$ cat src/rtl/wb_trace_pkg.sv
// Shared definitions for the writeback trace buffer: state encoding,
// entry field widths and the drop counter saturation value.
package wb_trace_pkg;

    localparam int PC_W    = 12;
    localparam int REG_W   = 5;
    localparam int DATA_W  = 32;
    localparam int STAMP_W = 16;

    localparam logic [15:0] DROP_MAX = 16'hFFFF;

    typedef enum logic [1:0] {
        WBT_IDLE = 2'd0,
        WBT_RUN  = 2'd1,
        WBT_HALT = 2'd2
    } wbt_state_e;

    // Captured writeback fields; the optional stamp is appended outside
    // this struct so the default build carries no stamp storage.
    typedef struct packed {
        logic [PC_W-1:0]   pc;
        logic [REG_W-1:0]  rd;
        logic [DATA_W-1:0] data;
    } wbt_core_t;

    localparam int CORE_W = $bits(wbt_core_t);

endpackage

$ cat src/rtl/wb_trace_fifo.sv
// Synchronous FIFO with separate occupancy counter. Head data is read from
// the storage registers and forced to zero while empty, so nothing from the
// push side reaches dout in the same cycle.
module wb_trace_fifo #(
    parameter int WIDTH = 8,
    parameter int DEPTH = 16
) (
    input  logic                     clock,
    input  logic                     reset,
    input  logic                     push,
    input  logic                     pop,
    input  logic [WIDTH-1:0]         din,
    output logic [WIDTH-1:0]         dout,
    output logic                     valid,
    output logic                     full,
    output logic [$clog2(DEPTH):0]   level
);

    localparam int AW = $clog2(DEPTH);
    localparam logic [AW:0] FULL_LVL = (AW+1)'(DEPTH);

    logic [WIDTH-1:0] mem [DEPTH];
    logic [AW-1:0]    wr_ptr;
    logic [AW-1:0]    rd_ptr;
    logic             do_push;
    logic             do_pop;

    assign valid   = (level != '0);
    assign full    = (level == FULL_LVL);
    assign do_pop  = pop && valid;
    // A pop in the same cycle frees the slot the push needs.
    assign do_push = push && (!full || do_pop);
    assign dout    = valid ? mem[rd_ptr] : '0;

    // Storage write; contents need no reset since level gates visibility.
    always_ff @(posedge clock) begin
        if (do_push)
            mem[wr_ptr] <= din;
    end

    // Pointers wrap naturally at DEPTH (power of two); level tracks occupancy.
    always_ff @(posedge clock) begin
        if (!reset) begin
            wr_ptr <= '0;
            rd_ptr <= '0;
            level  <= '0;
        end else begin
            if (do_push)
                wr_ptr <= wr_ptr + 1'b1;
            if (do_pop)
                rd_ptr <= rd_ptr + 1'b1;
            case ({do_push, do_pop})
                2'b10:   level <= level + 1'b1;
                2'b01:   level <= level - 1'b1;
                default: level <= level;
            endcase
        end
    end

endmodule

$ cat src/rtl/wb_trace_buffer.sv
// Writeback trace capture buffer. Qualifies regfile writes once per
// processor cycle, queues them in wb_trace_fifo and exposes the head on a
// valid/ready port. Holds the capture FSM, drop accounting and timestamp.
// Optional feature macro: WB_TRACE_TIMESTAMP_EN (per-entry tick stamp).
module wb_trace_buffer
    import wb_trace_pkg::*;
#(
    parameter int DEPTH        = 16,
    parameter bit STOP_ON_FULL = 1'b0
) (
    input  logic                     clock,
    input  logic                     reset,
    input  logic                     proc_tick,
    input  logic                     wb_we,
    input  logic [4:0]               wb_reg,
    input  logic [31:0]              wb_data,
    input  logic [11:0]              wb_pc,
    input  logic                     arm,
    input  logic                     halt_req,
    input  logic                     out_ready,
    output logic                     out_valid,
    output logic [11:0]              out_pc,
    output logic [4:0]               out_reg,
    output logic [31:0]              out_data,
    output logic [15:0]              out_stamp,
    output logic [$clog2(DEPTH):0]   level,
    output logic                     overflow,
    output logic [15:0]              drop_count,
    output logic [1:0]               state
);

    localparam int LW = $clog2(DEPTH) + 1;
    localparam logic [LW-1:0] LAST_FREE = LW'(DEPTH - 1);

`ifdef WB_TRACE_TIMESTAMP_EN
    localparam int FW = CORE_W + STAMP_W;
`else
    localparam int FW = CORE_W;
`endif

    wbt_state_e       st;
    wbt_core_t        cap_ent;
    logic [FW-1:0]    fifo_din;
    logic [FW-1:0]    fifo_dout;
    logic             fifo_valid;
    logic             fifo_full;
    logic [LW-1:0]    fifo_level;
    logic             capture;
    logic             pop;
    logic             push;
    logic             drop;
    logic             fills;

    assign cap_ent = '{pc: wb_pc, rd: wb_reg, data: wb_data};

    // A halt request in the same cycle suppresses the sample.
    assign capture = (st == WBT_RUN) && proc_tick && wb_we && (wb_reg != 5'd0) && !halt_req;
    assign pop     = fifo_valid && out_ready;
    assign push    = capture && (!fifo_full || pop);
    assign drop    = capture && !push;
    // This push takes the last free slot (no pop to offset it).
    assign fills   = push && !pop && (fifo_level == LAST_FREE);

`ifdef WB_TRACE_TIMESTAMP_EN
    logic [STAMP_W-1:0] tick_cnt;

    // Free-running count of processor ticks since reset; wraps at 0xFFFF.
    always_ff @(posedge clock) begin
        if (!reset)
            tick_cnt <= '0;
        else if (proc_tick)
            tick_cnt <= tick_cnt + 1'b1;
    end

    assign fifo_din = {cap_ent, tick_cnt};
    assign {out_pc, out_reg, out_data, out_stamp} = fifo_dout;
`else
    assign fifo_din = cap_ent;
    assign {out_pc, out_reg, out_data} = fifo_dout;
    assign out_stamp = '0;
`endif

    wb_trace_fifo #(
        .WIDTH (FW),
        .DEPTH (DEPTH)
    ) u_fifo (
        .clock (clock),
        .reset (reset),
        .push  (push),
        .pop   (pop),
        .din   (fifo_din),
        .dout  (fifo_dout),
        .valid (fifo_valid),
        .full  (fifo_full),
        .level (fifo_level)
    );

    // Capture FSM plus sticky overflow and saturating drop counter.
    always_ff @(posedge clock) begin
        if (!reset) begin
            st         <= WBT_IDLE;
            overflow   <= 1'b0;
            drop_count <= '0;
        end else begin
            case (st)
                WBT_IDLE: begin
                    if (arm && !halt_req)
                        st <= WBT_RUN;
                end
                WBT_RUN: begin
                    if (halt_req)
                        st <= WBT_HALT;
                    else if (STOP_ON_FULL && fills)
                        st <= WBT_HALT;
                end
                WBT_HALT: begin
                    if (arm && !halt_req) begin
                        st         <= WBT_RUN;
                        overflow   <= 1'b0;
                        drop_count <= '0;
                    end
                end
                default: st <= WBT_IDLE;
            endcase
            // Drops only occur in RUN, so they never collide with the clear.
            if (drop) begin
                overflow <= 1'b1;
                if (drop_count != DROP_MAX)
                    drop_count <= drop_count + 1'b1;
            end
        end
    end

    assign out_valid = fifo_valid;
    assign level     = fifo_level;
    assign state     = st;

endmodule

$ cat config.mk
export PLATFORM = sky130hd
export DESIGN_NAME = wb_trace_buffer
export DESIGN_NICKNAME = d
export VERILOG_FILES = /design/src/rtl/wb_trace_pkg.sv /design/src/rtl/wb_trace_fifo.sv /design/src/rtl/wb_trace_buffer.sv
export SDC_FILE = /design/constraint.sdc
export NUM_CORES = 1
export LEC_CHECK = 0
export ABC_CLOCK_PERIOD_IN_PS = 6000
export BUFFER_PORTS_ARGS = -buffer_cell sky130_fd_sc_hd__buf_2
export CORE_ASPECT_RATIO = 0.5
export CORE_MARGIN = 10
export CORE_UTILIZATION = 55
export DETAILED_ROUTE_END_ITERATION = 8
export PLACE_DENSITY = 0.75
export SLEW_MARGIN = 20
export SYNTH_ARGS = -nofsm -noshare
export SYNTH_HDL_FRONTEND = slang
export SYNTH_SLANG_ARGS = --single-unit
$ cat constraint.sdc
create_clock -name clock -period 6 [get_ports clock]
set_clock_uncertainty 0.1 [all_clocks]
set_input_delay 0.3 -clock clock [delete_from_list [all_inputs] [get_ports clock]]
set_output_delay 0.3 -clock clock [all_outputs]
set_load 0.005 [all_outputs]
======== Word-level counts from Yosys, hierarchy flattened ========
Memory sizes are Yosys's and may differ from the RTL's. A register that Yosys moved wholly into a read port is not among the register bits.
Cells that the tools add are included.
cells by class
  $add $sub $neg .......................... 5
  multiply operators ...................... 0
  div/mod/pow operators ................... 0
  magnitude comparators ................... 0
  equality and inequality tests ........... 8
  shift-type cells ........................ 0
  multiplexer cells ....................... 16
  bitwise logic cells ..................... 0
  reductions and logical operators ........ 24
operators by type and width
  operator                                                             number
  16-bit 2-to-1 mux                                                    4
  49-bit 2-to-1 mux                                                    1
  16-bit by 1-bit adder with 16-bit output (second input constant)     1
  16-bit != test (second input constant)                               1
  1-bit logical AND                                                    10
  5-bit case mux with 2 select lines                                   1
  5-bit nonzero test                                                   2
  4-bit by 1-bit adder with 4-bit output (second input constant)       2
  4-bit 2-to-1 mux                                                     2
  2-bit nonzero test                                                   3
  5-bit by 1-bit adder with 5-bit output (second input constant)       1
  5-bit == test (second input constant)                                1
  1-bit 2-to-1 mux                                                     5
  5-bit by 1-bit subtractor with 5-bit output (second input constant)  1
  2-bit by 1-bit == test with 1-bit output (second input constant)     2
  2-bit == test (second input constant)                                2
  2-bit 2-to-1 mux                                                     2
  2-bit case mux with 2 select lines                                   1
  2-bit AND reduction                                                  2
  1-bit logical NOT                                                    3
  2-bit logical NOT                                                    1
  1-bit logical OR                                                     2
  2-bit by 1-bit != test with 1-bit output (second input constant)     1
  2-bit != test (second input constant)                                1
  2-bit OR reduction                                                   1
word-level totals
  register bits after elaboration ......... 32
  latch bits .............................. 0
  memory bits (writable) .................. 784
  bits in read-only memories .............. 0
  input bits .............................. 56
  output and inout bits ................... 90
  logic and storage cells ................. 60
  memories ................................ 1
memory list
  name        words  width  read ports  clocked after Yosys merged registers in  wr ports  RTL line             source
  u_fifo.mem  16     49     1           1                                        1         wb_trace_fifo.sv:22  logic [WIDTH-1:0] mem [DEPTH];

======== Logic depth before layout (Yosys ltp) ========
Gate-level depths: netlist (run 1).
  depth after elaboration ................. 10
  gate-level depth with buffers ........... 15
  gate-level depth less buffers ........... 11

======== Cells and area by module ========
From an unflattened synthesis (run 1), not the netlist that was laid out.
unflattened totals
  cell total of the unflattened synthesis .. 1526
  area total of the unflattened synthesis .. 32258.4 um^2
modules (own cells, without submodules)
  module           times used  cells each  area each (um^2)  sequential area each (um^2)
  wb_trace_fifo    1           1376        31021.0           23882.9
  wb_trace_buffer  1           150         1237.4            380.4

======== Worst setup path after synthesis (run 1) ========
Ideal clock, no wire load.
  path kind ............................... register to register
  from .................................... register st[1] (netlist: state[1])
  to ...................................... memory u_fifo.mem[0][0] in the netlist's numbering (enable)
  data arrival time ....................... 5.962 ns
  data required time ...................... 5.322 ns
  setup slack ............................. -0.640 ns
  stages on the path, launching flop included .. 5
  path through ............................ dfxtp_1 nand4b_1 a211oi_4 nand2_1 nor4_1
between the ends
  longest elaborated chain between the ends .. 9
RTL lines
  element                                   RTL line                source
  start: declaration                        wb_trace_buffer.sv:41   wbt_state_e st;
  start signal: assignment                  wb_trace_buffer.sv:101  st <= WBT_IDLE;
  start signal: assignment                  wb_trace_buffer.sv:108  st <= WBT_RUN;
  start signal: assignment                  wb_trace_buffer.sv:112  st <= WBT_HALT;
  2-bit by 1-bit == test with 1-bit output  wb_trace_buffer.sv:57   assign capture = (st == WBT_RUN) && proc_tick && wb_we && (wb_reg != 5'd0) && !halt_req;
  1-bit logical AND (4 in series)           wb_trace_buffer.sv:57
  1-bit logical AND                         wb_trace_buffer.sv:59   assign push = capture && (!fifo_full || pop);
  1-bit logical AND                         wb_trace_fifo.sv:32     assign do_push = push && (!full || do_pop);
  1-bit 2-to-1 mux                          wb_trace_fifo.sv:37     if (do_push)
  1-bit 2-to-1 mux (not written as such)    wb_trace_fifo.sv:38     mem[wr_ptr] <= din;
  end: declaration                          wb_trace_fifo.sv:22
No other way between the ends.

==> impl_metrics.env, run 1 <==
export IMPL_timing_rr_end="u_fifo.mem[6][35]$_DFFE_PP_"
export IMPL_final_design_area_no_fill_um2=36300
export IMPL_holdCritPathClass="in2reg"
export IMPL_numCtsBuffers=71
export IMPL_synth_warning_count=0
export IMPL_cts_root_buf="clkbuf_16"
export IMPL_floorplan_die_height_um=191.0
export IMPL_setup_viol_count_final=0
export IMPL_synth_seq_area_share_pct=75.47
export IMPL_critical_path_endpoint_category="primary output"
export IMPL_dr_pass1_iters=5
export IMPL_via_count_of_the_first_global_routing_pass=15960
export IMPL_netlist_area_um2=32150
export IMPL_pwr_share_clk_pct=40.2
export IMPL_synth_async_reset_ratio_pct=0
export IMPL_maxClockFrequency_mhz=246.8
export IMPL_route_antenna_remaining_nets=0
export IMPL_main_synth_ff_type="edfxtp_1"
export IMPL_wl_per_cell_um=28.88
export IMPL_tightestPinTransition_ns=1.106
export IMPL_cts_h_tree_depth=3
export IMPL_timing_final_max_slew_violations=0
export IMPL_worst_r2r_path_depth=6
export IMPL_placedInstanceArea_um2=33550
export IMPL_max_cap_violations=0
export IMPL_hold_path_startpoint="arm"
export IMPL_drc=0
export IMPL_drive_gt1_share_pct=28.76
export IMPL_leak_nw=11.54
export IMPL_clock_sink_count=820
export IMPL_buffer_depth_of_the_longest_clock_path=3
export IMPL_drt_iter0_drc=1933
export IMPL_setup_worst_path_end="out_data[10]"
export IMPL_insertion_delay_ns=0.59
export IMPL_cellInternalPower_mw=8.809
export IMPL_effective_utilization_at_floorplan_pct=55.78
export IMPL_maximum_vdd_ir_drop_uv=176.3
export IMPL_io_buffer_count=129
export IMPL_synth_ff_latch_count=820
export IMPL_die_x_um=361.9
export IMPL_worst_reg2reg_setup_slack_ns=2.09
export IMPL_cts_setup_buffers=0
export IMPL_totalWireLength_mm=70.20
export IMPL_synth_cells=1399
export IMPL_area_enclosed_by_the_die_boundary_um2=69110
export IMPL_worstReg2RegStart="state[1]$_SDFFE_PN0P_"
export IMPL_outcome="complete, no violations"
export IMPL_final_period_minus_worst_setup_slack_ns=4.052
export IMPL_grt_first_pass_wirelength_mm=105.0
export IMPL_nNetsFinal=1680
export IMPL_crit_type="reg2out"
export IMPL_yosysUniqueCellTypes=58
export IMPL_cp_required_ns=5.60
export IMPL_cts_tree="yes"
export IMPL_max_slew_headroom_at_the_worst_pin_pct=26.28
export IMPL_synth_edf_count=784
export IMPL_grt_max_degree=66
export IMPL_holdWs_ns=0.03576
export IMPL_finalCritPeriodShare_pct=67.54
export IMPL_via_count=15340
export IMPL_finalHoldViolations=0
export IMPL_switching_share_pct=19.14
export IMPL_critPathMaxFanout=65
export IMPL_pre_cts_ws_ns=2.036
export IMPL_grt_antenna_before_repair=1
export IMPL_p_sw_mw=2.084
export IMPL_route_detailed_vias_per_inst=6.311
export IMPL_p_comb_share_pct=2.2
export IMPL_place_inst=2257
export IMPL_rows=62
export IMPL_coreArea_um2=57640
export IMPL_synthToLayoutAreaGrowth_pct=12.92
export IMPL_finalWeightedCongestion=0.7730
export IMPL_worst_setup_hold_path_clk_slew_ns=0.07
export IMPL_total_power_of_the_final_layout_mw=10.89
export IMPL_cts_repair_resize_count=0
export IMPL_postSynthAreaPerCell_um2=22.98
export IMPL_final_cell_count_no_fill=2431
export IMPL_cts_hold_buffers=51
export IMPL_final_layout_fill_cell_count=3653
export IMPL_dp_final_hpwl_mm=37.72
export IMPL_grt_setup_unrepaired="false"
export IMPL_setup_slack_ns=1.948
export IMPL_power_sequential_fraction_pct=57.5
export IMPL_grt_usage_pct=20.37
export IMPL_grt_overflow_total=0
export IMPL_design_portCount=146
export IMPL_power_density_cell_area_nw_per_um2=300.1
export IMPL_worst_setup_path_start_kind="flop"
export IMPL_critPathArrivalTime_ns=3.65
-- critical path: stages, from the launching register on --
cell	delay [ns]
dfxtp_4	0.93
buf_12	0.47
mux4_1	0.69
mux4_2	0.53
and2_1	0.18
buf_2	0.12
-- per-stage QoR --
| stage | utilization (%) | TNS [ns] |
|---|---|---|
| final | 62.98 | 0 |
| after global routing | 62.98 | 0 |
| after CTS | 62.88 | 0 |
| after detailed placement | 58.21 | 0 |
| after global placement | 58.21 | 0 |
| after floorplan | - | -125.44 |
-- metal layers --
layer  share of wire, %  vias up  track usage, %
li1                   -     6325               -
met1                 39     8141           27.55
met2                 52      770           34.83
met3                7.0      107           3.354
met4                1.9        0           4.998
met5                  0        -               0
-- placed cells by master (no fill, tap or decap), types with 5 or more instances in the layout --
cell type      Yosys  final
inv_1              9      9
clkinv_2           0      7
mux4_2           197    197
and2_2             0      8
buf_4             18     32
dfxtp_1           36     32
nand4_1            9      9
and2_1            61     53
nand3_1           10     10
conb_1             1     16
nor4_2             1      5
xor2_1             8      8
clkbuf_16          0     75
a21oi_1           12     12
clkbuf_1          39     14
edfxtp_1         784    784
clkinv_1           1     19
mux4_1            48     48
buf_2             11    129
a21o_1             7      7
nand2_1           18     18
ha_1               9      9
a211o_1            6      6
dlygate4sd3_1      0     51
nor3_1            10     10
nor2_1            23     19
-- synthesized netlist by cell type, drive strengths merged (2+ instances only) --
| cell | instances | area share (%) |
|---|---|---|
| o211ai | 2 | 0.047 |
| and2 | 61 | 1.2 |
| nand3 | 11 | 0.19 |
| buf | 46 | 1.4 |
| a21oi | 12 | 0.19 |
| dfxtp | 36 | 2.2 |
| o21a | 3 | 0.070 |
| nand2 | 18 | 0.21 |
| edfxtp | 784 | 73 |
| clkbuf | 42 | 0.58 |
| or4 | 3 | 0.082 |
| mux2i | 2 | 0.062 |
| mux4 | 245 | 18 |
| nor4 | 8 | 0.18 |
| a31oi | 2 | 0.039 |
| nor3b | 4 | 0.093 |
| nor4b | 2 | 0.054 |
| nor2b | 2 | 0.039 |
| or3 | 4 | 0.078 |
| a21o | 7 | 0.16 |
| a22oi | 2 | 0.047 |
| nor3 | 10 | 0.16 |
| nor2 | 23 | 0.27 |
| xor2 | 8 | 0.22 |
| o31ai | 2 | 0.047 |
| and3 | 2 | 0.054 |
| nand4 | 10 | 0.21 |
| ha | 9 | 0.35 |
| o21ai | 4 | 0.062 |
| inv | 9 | 0.11 |
| a211o | 6 | 0.16 |
| xnor2 | 4 | 0.11 |
| nand2b | 3 | 0.058 |
-- layout make-up --
| cell class | count | area (µm²) | share of cell area (%) |
|---|---|---|---|
| clock inverter | 31 | 255.2 | 0.7031 |
| clock buffer | 89 | 1929 | 5.315 |
| antenna | 1 | 2.502 | 0.006893 |
| inverter | 10 | 37.54 | 0.1034 |
| sequential | 820 | 24280 | 66.87 |
| tap | 768 | 960.9 | 2.647 |
| timing repair buffer | 216 | 1491 | 4.108 |
| multi-input combinational | 496 | 7350 | 20.25 |
-- how the worst min path moves through the flow --
stage | to | slack (ns) | depth (start not counted)
final | state[1]$_SDFFE_PN0P_ | 0.04 | 4
after global routing | state[1]$_SDFFE_PN0P_ | 0.05 | 4
after CTS | state[1]$_SDFFE_PN0P_ | 0.02 | 4
after detailed placement | overflow$_SDFFE_PN0P_ | 0.37 | 2
after global placement | overflow$_SDFFE_PN0P_ | 0.34 | 2
after floorplan | state[0]$_SDFFE_PN0P_ | 0.28 | 1
-- power by group through the flow --
stage               clock network, mW  logic [mW]  registers, mW
floorplan                           0       0.114           6.39
finish                           4.38       0.244           6.27
detailed placement                  0       0.214           6.39
global placement                    0       0.201           6.39
CTS                              4.44       0.244           6.27
global route                     4.67       0.264           6.27
-- logic make-up after synthesis --
logic type,Yosys count,synth area share (%)
flip-flops,820,75.47
multiplexers,247,17.79
AND/OR/NAND/NOR,166,2.981
buffers and inverters,98,2.055
AO/OA/AOI/OAI,46,1.020
XOR/XNOR,12,0.3269
adder cells (fa/ha/maj),9,0.3503
other,1,0.01166
-- flip-flops by register name, indices dropped and copies added, names as in the netlist, named ones only --
signal	cells
u_fifo.rd_ptr	4
overflow	1
u_fifo.wr_ptr	4
u_fifo.level	5
u_fifo.mem	784
drop_count	16
state	2
No activity file was read; power rests on OpenSTA's default activity.
==> inputs of run 2 (changes only) <==
ABC_CLOCK_PERIOD_IN_PS = 3870   (was 6000)
PLACE_DENSITY = 0.72   (was 0.75)
clock period = 3.87 ns   (was 6 ns; I/O delays follow)
==> impl_metrics.env, run 2 (same netlist as run 1, synthesis figures left out) <==
export IMPL_cellInternalPower_mw=13.73
export IMPL_finalHoldViolations=0
export IMPL_grt_max_degree=61
export IMPL_post_route_util_pct=63.66
export IMPL_slowest_stage="dfxtp_4"
export IMPL_buffer_depth_of_the_longest_clock_path=3
export IMPL_cts_tree="yes"
export IMPL_synthToLayoutAreaGrowth_pct=14.13
export IMPL_finalWeightedCongestion=0.7547
export IMPL_crit_type="reg2out"
export IMPL_area_enclosed_by_the_die_boundary_um2=69110
export IMPL_grt_usage_pct=19.87
export IMPL_route_detailed_vias_per_inst=6.195
export IMPL_hold_path_cell_count=5
export IMPL_grt_overflow_total=0
export IMPL_final_layout_fill_cell_count=3670
export IMPL_max_cap_violations=0
export IMPL_wl_per_cell_um=27.99
export IMPL_drc=0
export IMPL_reg_top3="u_fifo.mem: 784 flops, drop_count: 16 flops, u_fifo.level: 5 flops"
export IMPL_io_buffer_count=129
export IMPL_outcome="complete, no violations"
export IMPL_p_comb_share_pct=2.2
export IMPL_cts_setup_buffers=0
export IMPL_timing_final_max_slew_violations=0
export IMPL_via_count=15160
export IMPL_worst_r2r_path_depth=11
export IMPL_final_cell_count_no_fill=2447
export IMPL_die_x_um=361.9
export IMPL_critPathArrivalTime_ns=3.30
export IMPL_cts_h_tree_depth=3
export IMPL_worst_setup_hold_path_clk_slew_ns=0.07
export IMPL_maxClockFrequency_mhz=278.6
export IMPL_rows=62
export IMPL_grt_setup_unrepaired="false"
export IMPL_grt_antenna_before_repair=1
export IMPL_critical_path_endpoint_category="primary output"
export IMPL_placedInstanceArea_um2=33890
export IMPL_setup_slack_ns=0.2807
export IMPL_p_sw_mw=3.326
export IMPL_final_common_cell="edfxtp_1"
export IMPL_route_antenna_remaining_nets=0
export IMPL_tightestPinTransition_ns=1.081
export IMPL_grt_first_pass_wirelength_mm=102.6
export IMPL_setup_viol_count_final=0
export IMPL_hold_path_startpoint="proc_tick"
export IMPL_worstReg2RegStart="state[1]$_SDFFE_PN0P_"
export IMPL_holdCritPathClass="in2reg"
export IMPL_via_count_of_the_first_global_routing_pass=16090
export IMPL_pwr_share_clk_pct=40.8
export IMPL_effective_utilization_at_floorplan_pct=55.78
export IMPL_worst_setup_path_start_kind="flop"
export IMPL_holdWs_ns=0.04610
export IMPL_dp_final_hpwl_mm=35.82
export IMPL_final_design_area_no_fill_um2=36690
export IMPL_nNetsFinal=1687
export IMPL_dr_pass1_iters=5
export IMPL_pre_cts_ws_ns=0.6317
export IMPL_crit_path_max_incr_delay_ns=0.75
export IMPL_totalWireLength_mm=68.50
export IMPL_power_sequential_fraction_pct=57.0
export IMPL_critical_path_cell_chain="buf_12 > mux4_1 > mux4_2 > and2_1 > buf_2"
export IMPL_drive_gt1_share_pct=29.82
export IMPL_floorplan_die_height_um=191.0
export IMPL_register_with_the_most_flip_flops="u_fifo.mem"
export IMPL_drt_iter0_drc=1580
export IMPL_insertion_delay_ns=0.59
export IMPL_design_portCount=146
export IMPL_coreArea_um2=57640
export IMPL_switching_share_pct=19.50
export IMPL_power_density_cell_area_nw_per_um2=464.8
export IMPL_final_period_minus_worst_setup_slack_ns=3.589
export IMPL_cts_root_buf="clkbuf_16"
export IMPL_layout_common_cells="edfxtp_1 (784), mux4_2 (197), buf_2 (129)"
export IMPL_max_slew_headroom_at_the_worst_pin_pct=27.96
export IMPL_maximum_vdd_ir_drop_uv=294.8
export IMPL_cp_required_ns=3.58
export IMPL_numCtsBuffers=71
export IMPL_critPathMaxFanout=45
export IMPL_leak_nw=11.66
export IMPL_finalCritPeriodShare_pct=92.75
export IMPL_largest_register_ffs=784
export IMPL_place_inst=2263
export IMPL_clock_sink_count=820
==> run 2: area by class of cell <==
cell class                      count  area, µm²  area share, %
Timing Repair Buffer              223       1762          4.801
Antenna cell                        2      5.005        0.01364
Clock inverter                     39      347.8         0.9480
Tap cell                          768      960.9          2.619
Multi-Input combinational cell    496       7395          20.15
Sequential cell                   820      24280          66.17
Clock buffer                       89       1907          5.197
Inverter                           10      37.54         0.1023
==> run 2: repair_timing <==
| item | CTS | global route |
|---|---|---|
| gates resized for setup | 0 | 0 |
| endpoints found under the hold margin | 798 | 0 |
| setup endpoints to repair | 0 | 0 |
| hold buffers | 54 | 0 |
==> run 2: power by group through the flow <==
stage	Sequential (mW)	Clock, mW	Combinational (mW)
after CTS	9.71	7.06	0.381
final	9.71	6.96	0.377
after global routing	9.71	7.43	0.412
after detailed placement	9.91	0	0.332
after floorplan	9.91	0	0.176
after global placement	9.91	0	0.312
==> run 2: path summary, 6_finish.rpt <==
path | end | slack [ns]
worst max register to register | u_fifo.level[4]$_SDFFE_PN0P_ | 0.72
worst max-delay path | out_data[7] | 0.28
worst min-delay path | drop_count[12]$_SDFF_PN0_ | 0.05
worst min register to register | overflow$_SDFFE_PN0P_ | 0.36
==> run 2: critical path, delay by kind of cell (launching register included) <==
family                 cells  cell delay, ns
and+or+nand+nor            1            0.20
buffers and inverters      2            0.53
muxes                      2            1.13
DFF                        1            0.75
==> run 2: layer usage <==
layer | vias to the layer above | wire length, µm | part of all wire (%) | GRT usage [%]
met5 | - | 0 | 0 | 0
met4 | 0 | 1159 | 1.7 | 4.542
met3 | 98 | 4123 | 6.0 | 3.186
met2 | 571 | 35680 | 52 | 34.23
met1 | 8118 | 27530 | 40 | 26.85
li1 | 6372 | - | - | -
==> run 2: through the flow <==
step                      setup TNS [ns]  power [mW]
after floorplan                  -148.47       10.09
final                                  0       17.05
after CTS                              0       17.16
after detailed placement               0       10.24
after global routing                   0       17.55
after global placement                 0       10.22
